===== src/rtl/mess_credit_engine_pkg.sv =====
// mess_pkg: shared definitions for the mess credit engine.
//   - request op field bit positions
//   - transaction FSM state encoding
//   - default meal costs
package mess_pkg;

    localparam int OP_RECHARGE_BIT = 0;   // 1 = recharge, 0 = debit
    localparam int OP_COSTSEL_BIT  = 1;   // 1 = cost B, 0 = cost A

    localparam int DEF_COST_A = 49;
    localparam int DEF_COST_B = 50;

    typedef enum logic [1:0] {
        IDLE = 2'd0,
        EXEC = 2'd1,
        CONV = 2'd2,
        RESP = 2'd3
    } state_e;

endpackage


===== src/rtl/bcd_convert_seq.sv =====
// bcd_convert_seq: sequential double-dabble binary-to-BCD converter.
//   clk, rst_n : clock, async active-low reset
//   start      : load bin and begin conversion (one BAL_W-cycle run)
//   bin        : binary value sampled on the start cycle
//   done       : one-cycle pulse, high the cycle after the last shift
//   bcd        : packed BCD result, most significant digit in the top nibble
module bcd_convert_seq #(
    parameter int BAL_W      = 8,
    parameter int BCD_DIGITS = 3
) (
    input  logic                      clk,
    input  logic                      rst_n,
    input  logic                      start,
    input  logic [BAL_W-1:0]          bin,
    output logic                      done,
    output logic [4*BCD_DIGITS-1:0]   bcd
);

    localparam int SR_W  = 4*BCD_DIGITS + BAL_W;
    localparam int CNT_W = $clog2(BAL_W + 1);
    localparam logic [CNT_W-1:0] LAST_CNT = CNT_W'(BAL_W - 1);

    logic [SR_W-1:0]         sr_q, sr_d;
    logic [CNT_W-1:0]        cnt_q, cnt_d;
    logic                    busy_q, busy_d;
    logic                    done_q, done_d;
    logic [4*BCD_DIGITS-1:0] bcd_q, bcd_d;
    logic [SR_W-1:0]         sr_adj_s;

    // Add 3 to every BCD digit that is 5 or more, ahead of the left shift.
    function automatic logic [SR_W-1:0] dd_adjust(input logic [SR_W-1:0] sr);
        logic [SR_W-1:0] r;
        r = sr;
        for (int d = 0; d < BCD_DIGITS; d++) begin
            if (r[BAL_W+4*d +: 4] >= 4'd5) begin
                r[BAL_W+4*d +: 4] = r[BAL_W+4*d +: 4] + 4'd3;
            end else begin
                r[BAL_W+4*d +: 4] = r[BAL_W+4*d +: 4];
            end
        end
        return r;
    endfunction

    // Next-state logic for the shift register, step counter and result.
    always_comb begin
        sr_adj_s = dd_adjust(sr_q);
        sr_d     = sr_q;
        cnt_d    = cnt_q;
        busy_d   = busy_q;
        bcd_d    = bcd_q;
        done_d   = 1'b0;
        if (start) begin
            sr_d   = {{(4*BCD_DIGITS){1'b0}}, bin};
            cnt_d  = '0;
            busy_d = 1'b1;
        end else if (busy_q) begin
            sr_d = {sr_adj_s[SR_W-2:0], 1'b0};
            if (cnt_q == LAST_CNT) begin
                busy_d = 1'b0;
                cnt_d  = '0;
                bcd_d  = sr_adj_s[SR_W-2 -: 4*BCD_DIGITS];
                done_d = 1'b1;
            end else begin
                cnt_d = cnt_q + CNT_W'(1);
            end
        end else begin
            busy_d = 1'b0;
        end
    end

    // Converter state registers.
    always_ff @(posedge clk or negedge rst_n) begin
        if (!rst_n) begin
            sr_q   <= '0;
            cnt_q  <= '0;
            busy_q <= 1'b0;
            done_q <= 1'b0;
            bcd_q  <= '0;
        end else begin
            sr_q   <= sr_d;
            cnt_q  <= cnt_d;
            busy_q <= busy_d;
            done_q <= done_d;
            bcd_q  <= bcd_d;
        end
    end

    assign done = done_q;
    assign bcd  = bcd_q;

endmodule


===== src/rtl/mess_credit_engine.sv =====
// mess_credit_engine: multi-account meal credit engine.
//   clk, rst_n            : clock, async active-low reset
//   req_valid/req_ready   : request handshake (accepted only in IDLE)
//   req_acct, req_op      : target account; op bit0 recharge, bit1 cost select
//   rsp_valid/rsp_ready   : response handshake
//   rsp_ok/err/sat        : applied / bad account / recharge clipped
//   rsp_balance, rsp_bcd  : resulting balance in binary and packed BCD
module mess_credit_engine
    import mess_pkg::*;
#(
    parameter int BAL_W      = 8,
    parameter int NUM_ACCTS  = 4,
    parameter int ACCT_W     = 2,
    parameter int COST_A     = DEF_COST_A,
    parameter int COST_B     = DEF_COST_B,
    parameter int INIT_BAL   = 100,
    parameter int MAX_BAL    = 2**BAL_W - 1,
    parameter int BCD_DIGITS = 3
) (
    input  logic                    clk,
    input  logic                    rst_n,
    input  logic                    req_valid,
    output logic                    req_ready,
    input  logic [ACCT_W-1:0]       req_acct,
    input  logic [1:0]              req_op,
    output logic                    rsp_valid,
    input  logic                    rsp_ready,
    output logic                    rsp_ok,
    output logic                    rsp_err,
    output logic                    rsp_sat,
    output logic [BAL_W-1:0]        rsp_balance,
    output logic [4*BCD_DIGITS-1:0] rsp_bcd
);

    localparam logic [BAL_W-1:0]  COST_A_V = BAL_W'(COST_A);
    localparam logic [BAL_W-1:0]  COST_B_V = BAL_W'(COST_B);
    localparam logic [BAL_W-1:0]  INIT_V   = BAL_W'(INIT_BAL);
    localparam logic [BAL_W-1:0]  MAX_B    = BAL_W'(MAX_BAL);
    localparam logic [BAL_W:0]    MAX_W    = (BAL_W+1)'(MAX_BAL);
    localparam logic [ACCT_W:0]   NUM_V    = (ACCT_W+1)'(NUM_ACCTS);

    state_e                  state_q, state_d;
    logic [ACCT_W-1:0]       acct_q, acct_d;
    logic [1:0]              op_q, op_d;
    logic [BAL_W-1:0]        bal_q [NUM_ACCTS];
    logic [BAL_W-1:0]        bal_d [NUM_ACCTS];
    logic                    rsp_valid_q, rsp_valid_d;
    logic                    rsp_ok_q, rsp_ok_d;
    logic                    rsp_err_q, rsp_err_d;
    logic                    rsp_sat_q, rsp_sat_d;
    logic [BAL_W-1:0]        rsp_balance_q, rsp_balance_d;
    logic [4*BCD_DIGITS-1:0] rsp_bcd_q, rsp_bcd_d;

    logic                    acct_bad_s;
    logic [BAL_W-1:0]        cur_bal_s;
    logic [BAL_W-1:0]        cost_s;
    logic [BAL_W:0]          sum_s;
    logic [BAL_W-1:0]        res_bal_s;
    logic                    res_ok_s;
    logic                    res_sat_s;
    logic                    wr_en_s;
    logic                    conv_start_s;
    logic                    conv_done_s;
    logic [4*BCD_DIGITS-1:0] conv_bcd_s;

    // Transaction datapath: evaluates the latched request against its account.
    always_comb begin
        cur_bal_s = '0;
        for (int i = 0; i < NUM_ACCTS; i++) begin
            if (acct_q == ACCT_W'(i)) begin
                cur_bal_s = bal_q[i];
            end else begin
                cur_bal_s = cur_bal_s;
            end
        end
        acct_bad_s = ({1'b0, acct_q} >= NUM_V);
        cost_s     = op_q[OP_COSTSEL_BIT] ? COST_B_V : COST_A_V;
        sum_s      = {1'b0, cur_bal_s} + {1'b0, cost_s};
        res_bal_s  = '0;
        res_ok_s   = 1'b0;
        res_sat_s  = 1'b0;
        if (acct_bad_s) begin
            res_bal_s = '0;
        end else if (op_q[OP_RECHARGE_BIT]) begin
            res_ok_s = 1'b1;
            if (sum_s > MAX_W) begin
                res_bal_s = MAX_B;
                res_sat_s = 1'b1;
            end else begin
                res_bal_s = sum_s[BAL_W-1:0];
            end
        end else if (cur_bal_s >= cost_s) begin
            res_bal_s = cur_bal_s - cost_s;
            res_ok_s  = 1'b1;
        end else begin
            res_bal_s = cur_bal_s;   // rejected debit reports the untouched balance
        end
        // Only real changes reach the account file.
        wr_en_s = res_ok_s && (res_bal_s != cur_bal_s);
    end

    // FSM next-state, account write-back and response field updates.
    always_comb begin
        state_d       = state_q;
        acct_d        = acct_q;
        op_d          = op_q;
        bal_d         = bal_q;
        rsp_valid_d   = rsp_valid_q;
        rsp_ok_d      = rsp_ok_q;
        rsp_err_d     = rsp_err_q;
        rsp_sat_d     = rsp_sat_q;
        rsp_balance_d = rsp_balance_q;
        rsp_bcd_d     = rsp_bcd_q;
        conv_start_s  = 1'b0;
        case (state_q)
            IDLE: begin
                if (req_valid) begin
                    acct_d  = req_acct;
                    op_d    = req_op;
                    state_d = EXEC;
                end else begin
                    state_d = IDLE;
                end
            end
            EXEC: begin
                rsp_ok_d      = res_ok_s;
                rsp_err_d     = acct_bad_s;
                rsp_sat_d     = res_sat_s;
                rsp_balance_d = res_bal_s;
                conv_start_s  = 1'b1;
                for (int i = 0; i < NUM_ACCTS; i++) begin
                    if (wr_en_s && (acct_q == ACCT_W'(i))) begin
                        bal_d[i] = res_bal_s;
                    end else begin
                        bal_d[i] = bal_q[i];
                    end
                end
                state_d = CONV;
            end
            CONV: begin
                if (conv_done_s) begin
                    rsp_bcd_d   = conv_bcd_s;
                    rsp_valid_d = 1'b1;
                    state_d     = RESP;
                end else begin
                    state_d = CONV;
                end
            end
            RESP: begin
                if (rsp_ready) begin
                    rsp_valid_d = 1'b0;
                    state_d     = IDLE;
                end else begin
                    state_d = RESP;
                end
            end
            default: begin
                rsp_valid_d = 1'b0;
                state_d     = IDLE;
            end
        endcase
    end

    // State, request latch, account file and response registers.
    always_ff @(posedge clk or negedge rst_n) begin
        if (!rst_n) begin
            state_q       <= IDLE;
            acct_q        <= '0;
            op_q          <= 2'b00;
            for (int i = 0; i < NUM_ACCTS; i++) begin
                bal_q[i] <= INIT_V;
            end
            rsp_valid_q   <= 1'b0;
            rsp_ok_q      <= 1'b0;
            rsp_err_q     <= 1'b0;
            rsp_sat_q     <= 1'b0;
            rsp_balance_q <= '0;
            rsp_bcd_q     <= '0;
        end else begin
            state_q       <= state_d;
            acct_q        <= acct_d;
            op_q          <= op_d;
            bal_q         <= bal_d;
            rsp_valid_q   <= rsp_valid_d;
            rsp_ok_q      <= rsp_ok_d;
            rsp_err_q     <= rsp_err_d;
            rsp_sat_q     <= rsp_sat_d;
            rsp_balance_q <= rsp_balance_d;
            rsp_bcd_q     <= rsp_bcd_d;
        end
    end

    bcd_convert_seq #(
        .BAL_W      (BAL_W),
        .BCD_DIGITS (BCD_DIGITS)
    ) u_conv (
        .clk   (clk),
        .rst_n (rst_n),
        .start (conv_start_s),
        .bin   (res_bal_s),
        .done  (conv_done_s),
        .bcd   (conv_bcd_s)
    );

    assign req_ready   = (state_q == IDLE);
    assign rsp_valid   = rsp_valid_q;
    assign rsp_ok      = rsp_ok_q;
    assign rsp_err     = rsp_err_q;
    assign rsp_sat     = rsp_sat_q;
    assign rsp_balance = rsp_balance_q;
    assign rsp_bcd     = rsp_bcd_q;

endmodule


===== config.mk =====
export PLATFORM = sky130hd
export DESIGN_NAME = mess_credit_engine
export DESIGN_NICKNAME = d
export VERILOG_FILES = /design/src/rtl/mess_credit_engine_pkg.sv /design/src/rtl/bcd_convert_seq.sv /design/src/rtl/mess_credit_engine.sv
export SDC_FILE = /design/constraint.sdc
export NUM_CORES = 1
export LEC_CHECK = 0
export ABC_CLOCK_PERIOD_IN_PS = 5550
export BUFFER_PORTS_ARGS = -buffer_cell sky130_fd_sc_hd__clkbuf_2
export CAP_MARGIN = 10
export CORE_ASPECT_RATIO = 1.5
export CORE_UTILIZATION = 60
export DETAILED_ROUTE_END_ITERATION = 10
export GPL_ROUTABILITY_DRIVEN = 0
export PLACE_DENSITY_LB_ADDON = 0.2
export SYNTH_ARGS = -nofsm -noshare
export SYNTH_HDL_FRONTEND = slang
export SYNTH_SLANG_ARGS = --single-unit

===== constraint.sdc =====
create_clock -name clk -period 5.55 [get_ports clk]
set_input_delay 0.2775 -clock clk [delete_from_list [all_inputs] [get_ports clk]]
set_output_delay 0.2775 -clock clk [all_outputs]
set_load 0.02 [all_outputs]

==> results of run 1 <==
==> final timing paths <==
kind,from,endpoint,slack [ns],cells after the start
hold / removal,rsp_ready,state_q[0],0.13,2
max in group asynchronous,rst_n,u_conv.bcd[10],3.98,3
setup / recovery,acct_q[0],rsp_balance[1],1.30,11
setup reg to reg,acct_q[0],rsp_balance[1],1.30,11
hold reg to reg,u_conv.bcd[9],u_conv.bcd[9],0.48,2
min in group asynchronous,rst_n,u_conv.done,0.37,2
==> routing by layer <==
| layer | part of all wire, % | vias up | global-route usage, % |
|---|---|---|---|
| met4 | 6.3 | 0 | 19.1 |
| li1 | - | 1823 | - |
| met2 | 52 | 128 | 46.4 |
| met3 | 4.2 | 47 | 5.12 |
| met5 | 0 | - | 0 |
| met1 | 37 | 1970 | 30.1 |
==> layout make-up <==
| cell class | instances | area, um^2 |
|---|---|---|
| Clock buffer | 11 | 233 |
| Clock inverter | 5 | 85.1 |
| Fill cell | 657 | 2650 |
| Inverter | 18 | 67.6 |
| Multi-Input combinational cell | 349 | 2660 |
| Sequential cell | 99 | 2490 |
| Tap cell | 107 | 134 |
| Timing Repair Buffer | 36 | 198 |
==> sequential cells by signal, summed over array words and instances (netlist names), 2 cells and up <==
register / cells
u_conv.cnt_q: 4
u_conv.sr_q: 20
acct_q: 2
u_conv.bcd: 12
op_q: 2
state_q: 2
bal_q: 32
rsp_bcd: 12
rsp_balance: 8
==> power by group <==
| part | total (mW) | internal, mW | switching (mW) |
|---|---|---|---|
| Combinational | 1.71 | 0.671 | 1.04 |
| Sequential | 1.28 | 1.01 | 0.272 |
| Clock | 0.666 | 0.399 | 0.266 |
==> per-stage QoR <==
stage	instance area [um^2]	hold slack, ns	setup slack (ns)
after global placement	5540	0.197	1.44
final	5870	0.132	1.30
after global routing	5870	0.153	1.05
after CTS	5870	0.129	1.30
after floorplan	5350	-0.0181	2.00
after detailed placement	5540	0.199	1.34
==> placed cells by master (no fill, tap or decap), types with 5 or more instances in the layout <==
cell / n
dfrtp_1: 87
nand2_1: 54
nor2_1: 31
o21ai_0: 31
clkbuf_2: 30
mux2_1: 24
a21oi_1: 18
inv_1: 17
mux2_2: 17
mux2i_1: 16
a22o_1: 13
ha_1: 12
dfstp_2: 12
mux4_2: 10
nand3_1: 10
nor3_1: 9
clkbuf_16: 9
a211oi_1: 7
and2_1: 7
nand2b_1: 6
xnor2_1: 6
a21o_1: 5
a31oi_1: 5
o211ai_1: 5
buf_4: 5
==> repair_timing <==
| action | 4_1_cts | 5_1_grt |
|---|---|---|
| hold buffers | 1 | 0 |
| hold endpoints to repair | 20 | 0 |
| resized for setup | 0 | 0 |
==> cells by family (layout without fill, tap and decap cells) <==
logic type | after synthesis | after routing | share of synthesized area, %
AO/OA/AOI/OAI | 117 | 117 | 16.3
XOR/XNOR | 9 | 9 | 1.47
adder cells (fa/ha/maj) | 14 | 14 | 3.55
buffers and inverters | 43 | 70 | 3.72
flip-flops | 99 | 99 | 46.6
multiplexers | 68 | 68 | 16.1
other | 1 | 1 | 0.0701
AND/OR/NAND/NOR | 140 | 140 | 12.2
==> results.md, run 1 <==
* Vias per Instance at 6.35
* Layout cells sized above 1 at 19.9%
* Die Ht at 118 um
* Vias in the first global route at 3948
* Async SR Flop Fraction at 100%
* Post-CTS setup buffer count at 0
* Non-Filler Instances at 625
* Final Util at 68.9%
* Worst vdd ir at 286 uV
* Grt ovf at 0
* Initial Util at 62.8%
* Synth Net Count at 513
* WS Path Type: register to register
* Clk Tree Root Cell: clkbuf_16
* Post-Synthesis Cells at 491
* Syn avg cell area at 10.9 um^2
* GR Util All Layers at 27.3%
* Residual DRC count at 0
* First-pass GRT wire length at 19400 um
* Initial antenna violation count at 0
* CP startpoint kind: register
* Core Region at 8520 um^2
* Highest clock rate at 235 MHz
* DIE AREA at 9310 um^2
* I/O pins at 33
* Hold Fails Final Rpt at 0
* Setup Total Neg Slack at 0 ns
* Top cell type's share of synthesized area at 40.7%
* Dpl hpwl at 8740 um
* Final net count at 535
* Worst Setup End Kind: register
* Relative slew slack at 30.4%
* Top cells by count, synth: 87 x dfrtp_1, 54 x nand2_1, 31 x nor2_1, 31 x o21ai_0, 24 x mux2_1
* Maximum number of pins on one net before global-route repair at 74
* Area Growth Syn to Fin at 9.73%
* Diodes inserted at 0
* Unrepaired setup endpoints after global routing: false
* Clock skew at 0.00549 ns
* Synth warnings at 0
* Routed len/inst at 19.0 um
* Top cells by area, synth: dfrtp_1 41%, dfstp_2 5.9%, mux2_1 5.1%
* Yosys reg bits at 99
* Cells along the critical path: mux4_2 > inv_2 > ha_1 > fa_1 > nand2_1 > o22ai_1 > a21oi_2 > nor3_1 > mux2i_1 > a2bb2oi_1 > mux2_2
* Worst EP required at 5.83 ns
* Sink Count at 99
* Status: completed
* Most frequent cell after synthesis: dfrtp_1
* Register area share after synthesis at 46.6%
* PwrDens at 622 nW/um^2
* Most area-hungry cell type in the Yosys netlist: dfrtp_1
* CTS buffer count at 9
* CTS tree: done
* Max Cap Violations at 0
* Post-synth cell types at 63
* Worst-margin pin slew at 1.04 ns
* Main flop type after synthesis: dfrtp_1
* Maximum net fanout on the critical path at 16
* Critical-path top delay cell: dfrtp_1
* Final Setup Violations at 0
* CP bufs+invs at 1
* Fin crit share at 76.7%
* Cell family with most CP delay: multiplexers
* Cell Area, Synth at 5350 um^2
* DRT Wirelength at 11900 um
* Worst-Skew Late Latency at 0.34 ns
* Chip Width at 79.1 um
* IO Port Bufs at 31
* Slew Limit Fails at 0
* Clk slew on worst S/H paths at 0.07 ns
* Via count at 3968
* Clock period minus worst slack at 4.25 ns
* Dpl cells at 608
* Worst hold path class: input port to register
* Leakage dissipation at 2.72 nW
* Final Power at 3.65 mW
* FP Rows at 41
* Slowest stage delay, CP at 0.82 ns
* DRT Pass-1 Iters at 5
* Post-route ant nets at 0
* Clock buffer depth at 2
* WP data arrival at 4.54 ns
* 1st-iter DRT viols at 211
* H-Tree Depth at 3
* Post-synth EDFFs at 0
No activity file was read; power rests on OpenSTA's default activity.
==> run 2: changes to the inputs <==
--- a/config.mk
+++ b/config.mk
@@ -5,11 +5,12 @@
 export SDC_FILE = /design/constraint.sdc
 export NUM_CORES = 1
 export LEC_CHECK = 0
-export ABC_CLOCK_PERIOD_IN_PS = 5550
+export ABC_AREA = 1
+export ABC_CLOCK_PERIOD_IN_PS = 3400
 export BUFFER_PORTS_ARGS = -buffer_cell sky130_fd_sc_hd__clkbuf_2
 export CAP_MARGIN = 10
 export CORE_ASPECT_RATIO = 1.5
-export CORE_UTILIZATION = 60
+export CORE_UTILIZATION = 55
 export DETAILED_ROUTE_END_ITERATION = 10
 export GPL_ROUTABILITY_DRIVEN = 0
 export PLACE_DENSITY_LB_ADDON = 0.2
==> constraint.sdc (replaced) <==
create_clock -name clk -period 3.4 [get_ports clk]
set_input_delay 0.17 -clock clk [delete_from_list [all_inputs] [get_ports clk]]
set_output_delay 0.17 -clock clk [all_outputs]
set_load 0.02 [all_outputs]
==> run 2 against run 1 <==
Against the previous run:
- via count is 21% higher
- sequential share of layout area is 2.2 points lower
- clock skew is 0.00074 ns lower
- wire length is 19% higher
- register-to-register slack worse by 1.2 ns
- worst setup slack worse by 1.2 ns
- critical endpoint is now bal_q[6]
- global-route usage is 3.1 points higher
- first-iteration DRC count is 91% higher
- maximum frequency is 27% higher
- hold slack worse by 0.063 ns
- largest cell class unchanged
- count of clock-buffer cells in the layout is 2 higher
==> results.md, run 2 <==
* Largest regs: bal_q: 32 flops, u_conv.sr_q: 20 flops
* Slew Limit Fails at 0
* Reg2Reg Depth at 22
* Clk Tree Root Cell: clkbuf_16
* Layout cells sized above 1 at 20.8%
* Clock buffer depth at 2
* DRT Pass-1 Iters at 5
* Finished Cell Area at 6200 um^2
* CP startpoint kind: register
* CP bufs+invs at 3
* I/O pins at 33
* Maximum net fanout on the critical path at 8
* Clock skew at 0.00475 ns
* Sink Count at 99
* Chip Width at 80.9 um
* Slowest stage delay, CP at 0.48 ns
* Final net count at 735
* GR Util All Layers at 30.5%
* Relative slew slack at 46.6%
* Placed inst area at 5520 um^2
* FP Rows at 42
* Vias in the first global route at 4639
* Diodes inserted at 0
* IO Port Bufs at 31
* Clock period minus worst slack at 3.35 ns
* Post-synth EDFFs at 0
* Routed len/inst at 17.1 um
* Via count at 4802
* Status: completed
* Async SR Flop Fraction at 100%
* DIE AREA at 9740 um^2
* 1st-iter DRT viols at 402
* Cells along the critical path: nor2_4 > inv_2 > o211ai_1 > nand2_2 > inv_2 > ha_4 > fa_2 > nand3_4 > o21ai_4 > nand3_4 > nand3_1 > nand2_1 > nand2_2 > nand2_1 > nand2_1 > nand2_2 > nor2_4 > buf_12 > nand2_8 > nand2_8 > nand2_1 > nand2_1
* Dpl hpwl at 9640 um
* Initial antenna violation count at 0
* Number of flip-flops in the largest register at 32
* Vias per Instance at 5.80
* Core Region at 8930 um^2
* CTS tree: done
* Cell Area, Synth at 5140 um^2
* Top cells by area, synth: dfrtp_1 42%, nand2_1 16%, nand3_1 7.3%
* Hold Path Sink: op_q[1]
* Initial Util at 57.5%
* Die Ht at 120 um
* Reg-to-reg slack, setup at 0.05 ns
* Critical-path top delay cell: dfrtp_2
* Commonest non-fill, non-tap cell in the layout: nand2_1
* Residual DRC count at 0
* Hold_ws at 0.0689 ns
* Main flop type after synthesis: dfrtp_1
* Synth warnings at 0
* Worst hold path class: input port to register
* WS Path Type: register to register
* Hold Crit Start: req_op[1]
* Fin crit share at 98.6%
* Yosys reg bits at 99
* Reg-to-Reg Start: acct_q[1]
* DRT Wirelength at 14100 um
* Most frequent cell after synthesis: nand2_1
* First-pass GRT wire length at 22200 um
* Highest clock rate at 298 MHz
* Area Growth Syn to Fin at 20.7%
* Post-route ant nets at 0
* WP data arrival at 3.64 ns
* Clk slew on worst S/H paths at 0.07 ns
* Most frequent cells in the layout: 213 x nand2_1, 85 x dfrtp_1, 69 x nand3_1, 68 x inv_1, 35 x o21ai_0
* Maximum number of pins on one net before global-route repair at 40
* Hold path cells at 3
* Grt ovf at 0
* Top cells by count, synth: 220 x nand2_1, 87 x dfrtp_1, 75 x nand3_1
* Most Frequent Cell on Critical Path: nand2_1
* Post-synth cell types at 37
* H-Tree Depth at 3
* Worst-margin pin slew at 0.798 ns
* Cell family with most CP delay: simple AND/OR/NAND/NOR gates
* Worst-Skew Late Latency at 0.35 ns
* CTS buffer count at 9
* Max Cap Violations at 0
* Top cell type's share of synthesized area at 42.4%
* Worst EP required at 3.69 ns
* Worst Setup End Kind: register
* Syn avg cell area at 7.91 um^2
* Synth Net Count at 671
* Most area-hungry cell type in the Yosys netlist: dfrtp_1
* Hold Fails Final Rpt at 0
* Largest Register: bal_q
* Register area share after synthesis at 48.5%
* Post-Synthesis Cells at 649
* Endpoint of the lowest-slack register-to-register path: bal_q[6]
* Fillers at 687
* Final Setup Violations at 0
[run 2: changes by cell type after synthesis, moves of 10 or more]
cell / before / now
mux2i_1: 16 / 0
inv_1: 17 / 70
nand3_1: 10 / 75
a22o_1: 13 / 0
mux4_2: 10 / 0
nand4_1: 2 / 12
nand2_1: 54 / 220
mux2_2: 17 / 1
mux2_1: 24 / 0
[run 2: worst reg2reg max path, stage by stage (launching register included)]
cell and delay (ns):
dfrtp_2 0.48, nor2_4 0.15, inv_2 0.09, o211ai_1 0.24, nand2_2 0.14, inv_2 0.11, ha_4 0.14, fa_2 0.27
nand3_4 0.11, o21ai_4 0.24, nand3_4 0.15, nand3_1 0.11, nand2_1 0.08, nand2_2 0.10, nand2_1 0.07, nand2_1 0.11
nand2_2 0.07, nor2_4 0.14, buf_12 0.16, nand2_8 0.11, nand2_8 0.10, nand2_1 0.05, nand2_1 0.06
[run 2: logic make-up (layout without fill, tap and decap cells)]
family	count (synthesis)	in the layout	share of synthesized area (%)
AOI/OAI and AO/OA	81	81	9.40
other	1	1	0.0730
muxes	1	1	0.219
DFF	99	99	48.5
xor gates and xnor gates	5	5	0.853
adders and majority gates	14	14	3.70
buffers and inverters	94	160	7.36
and+or+nand+nor	354	357	29.9
[run 2: how the worst max path moves through the flow]
| stage | from | to | slack (ns) | depth (start not counted) |
|---|---|---|---|---|
| 4_1_cts | acct_q[1] | bal_q[6] | 0.01 | 21 |
| 3_3_place_gp | acct_q[1] | bal_q[1] | -0.17 | 23 |
| 5_1_grt | acct_q[1] | bal_q[1] | -0.15 | 22 |
| 6_report | acct_q[1] | bal_q[6] | 0.05 | 22 |
| 2_1_floorplan | acct_q[1] | bal_q[31] | 0.32 | 21 |
| 3_5_place_dp | acct_q[1] | bal_q[6] | -0.25 | 22 |
[run 2: repair_timing]
| item | in CTS | in global routing |
|---|---|---|
| gates cloned | 1 | 2 |
| hold buffers | 1 | 0 |
| hold endpoints to repair | 26 | 0 |
| pin swaps | 5 | 17 |
| gates resized for setup | 14 | 37 |
| endpoints found under the setup margin | 32 | 32 |
| setup buffers | 3 | 9 |
[run 2: layout make-up]
| cell class | instances | area [um^2] | area share (%) |
|---|---|---|---|
| Timing Repair Buffer | 68 | 470 | 7.59 |
| Inverter | 76 | 288 | 4.64 |
| Sequential cell | 99 | 2490 | 40.2 |
| Tap cell | 110 | 138 | 2.22 |
| Clock buffer | 13 | 260 | 4.20 |
| Multi-Input combinational cell | 459 | 2530 | 40.8 |
| Clock inverter | 3 | 21.3 | 0.343 |
[run 2: metrics by stage]
stage               setup TNS, ns  worst slack (ns)  cells  util, %
global route                -3.90            -0.148    828     69.4
CTS                             0            0.0148    817     66.3
detailed placement          -6.82            -0.247    796     61.8
finish                          0            0.0476    828     69.4
global placement            -4.65            -0.171    796     61.8
floorplan                       0             0.323    649        -
[run 2: per-layer routing]
layer	routed length (um)	GRT usage (%)	vias up
met5	0	0	-
li1	-	-	2249
met3	749	3.92	67
met1	5250	34.6	2283
met4	732	18.9	0
met2	7410	52.7	203
Power of run 2 is not shown: default switching activity piles up to over one toggle a cycle in this logic, so the estimate is an artifact.
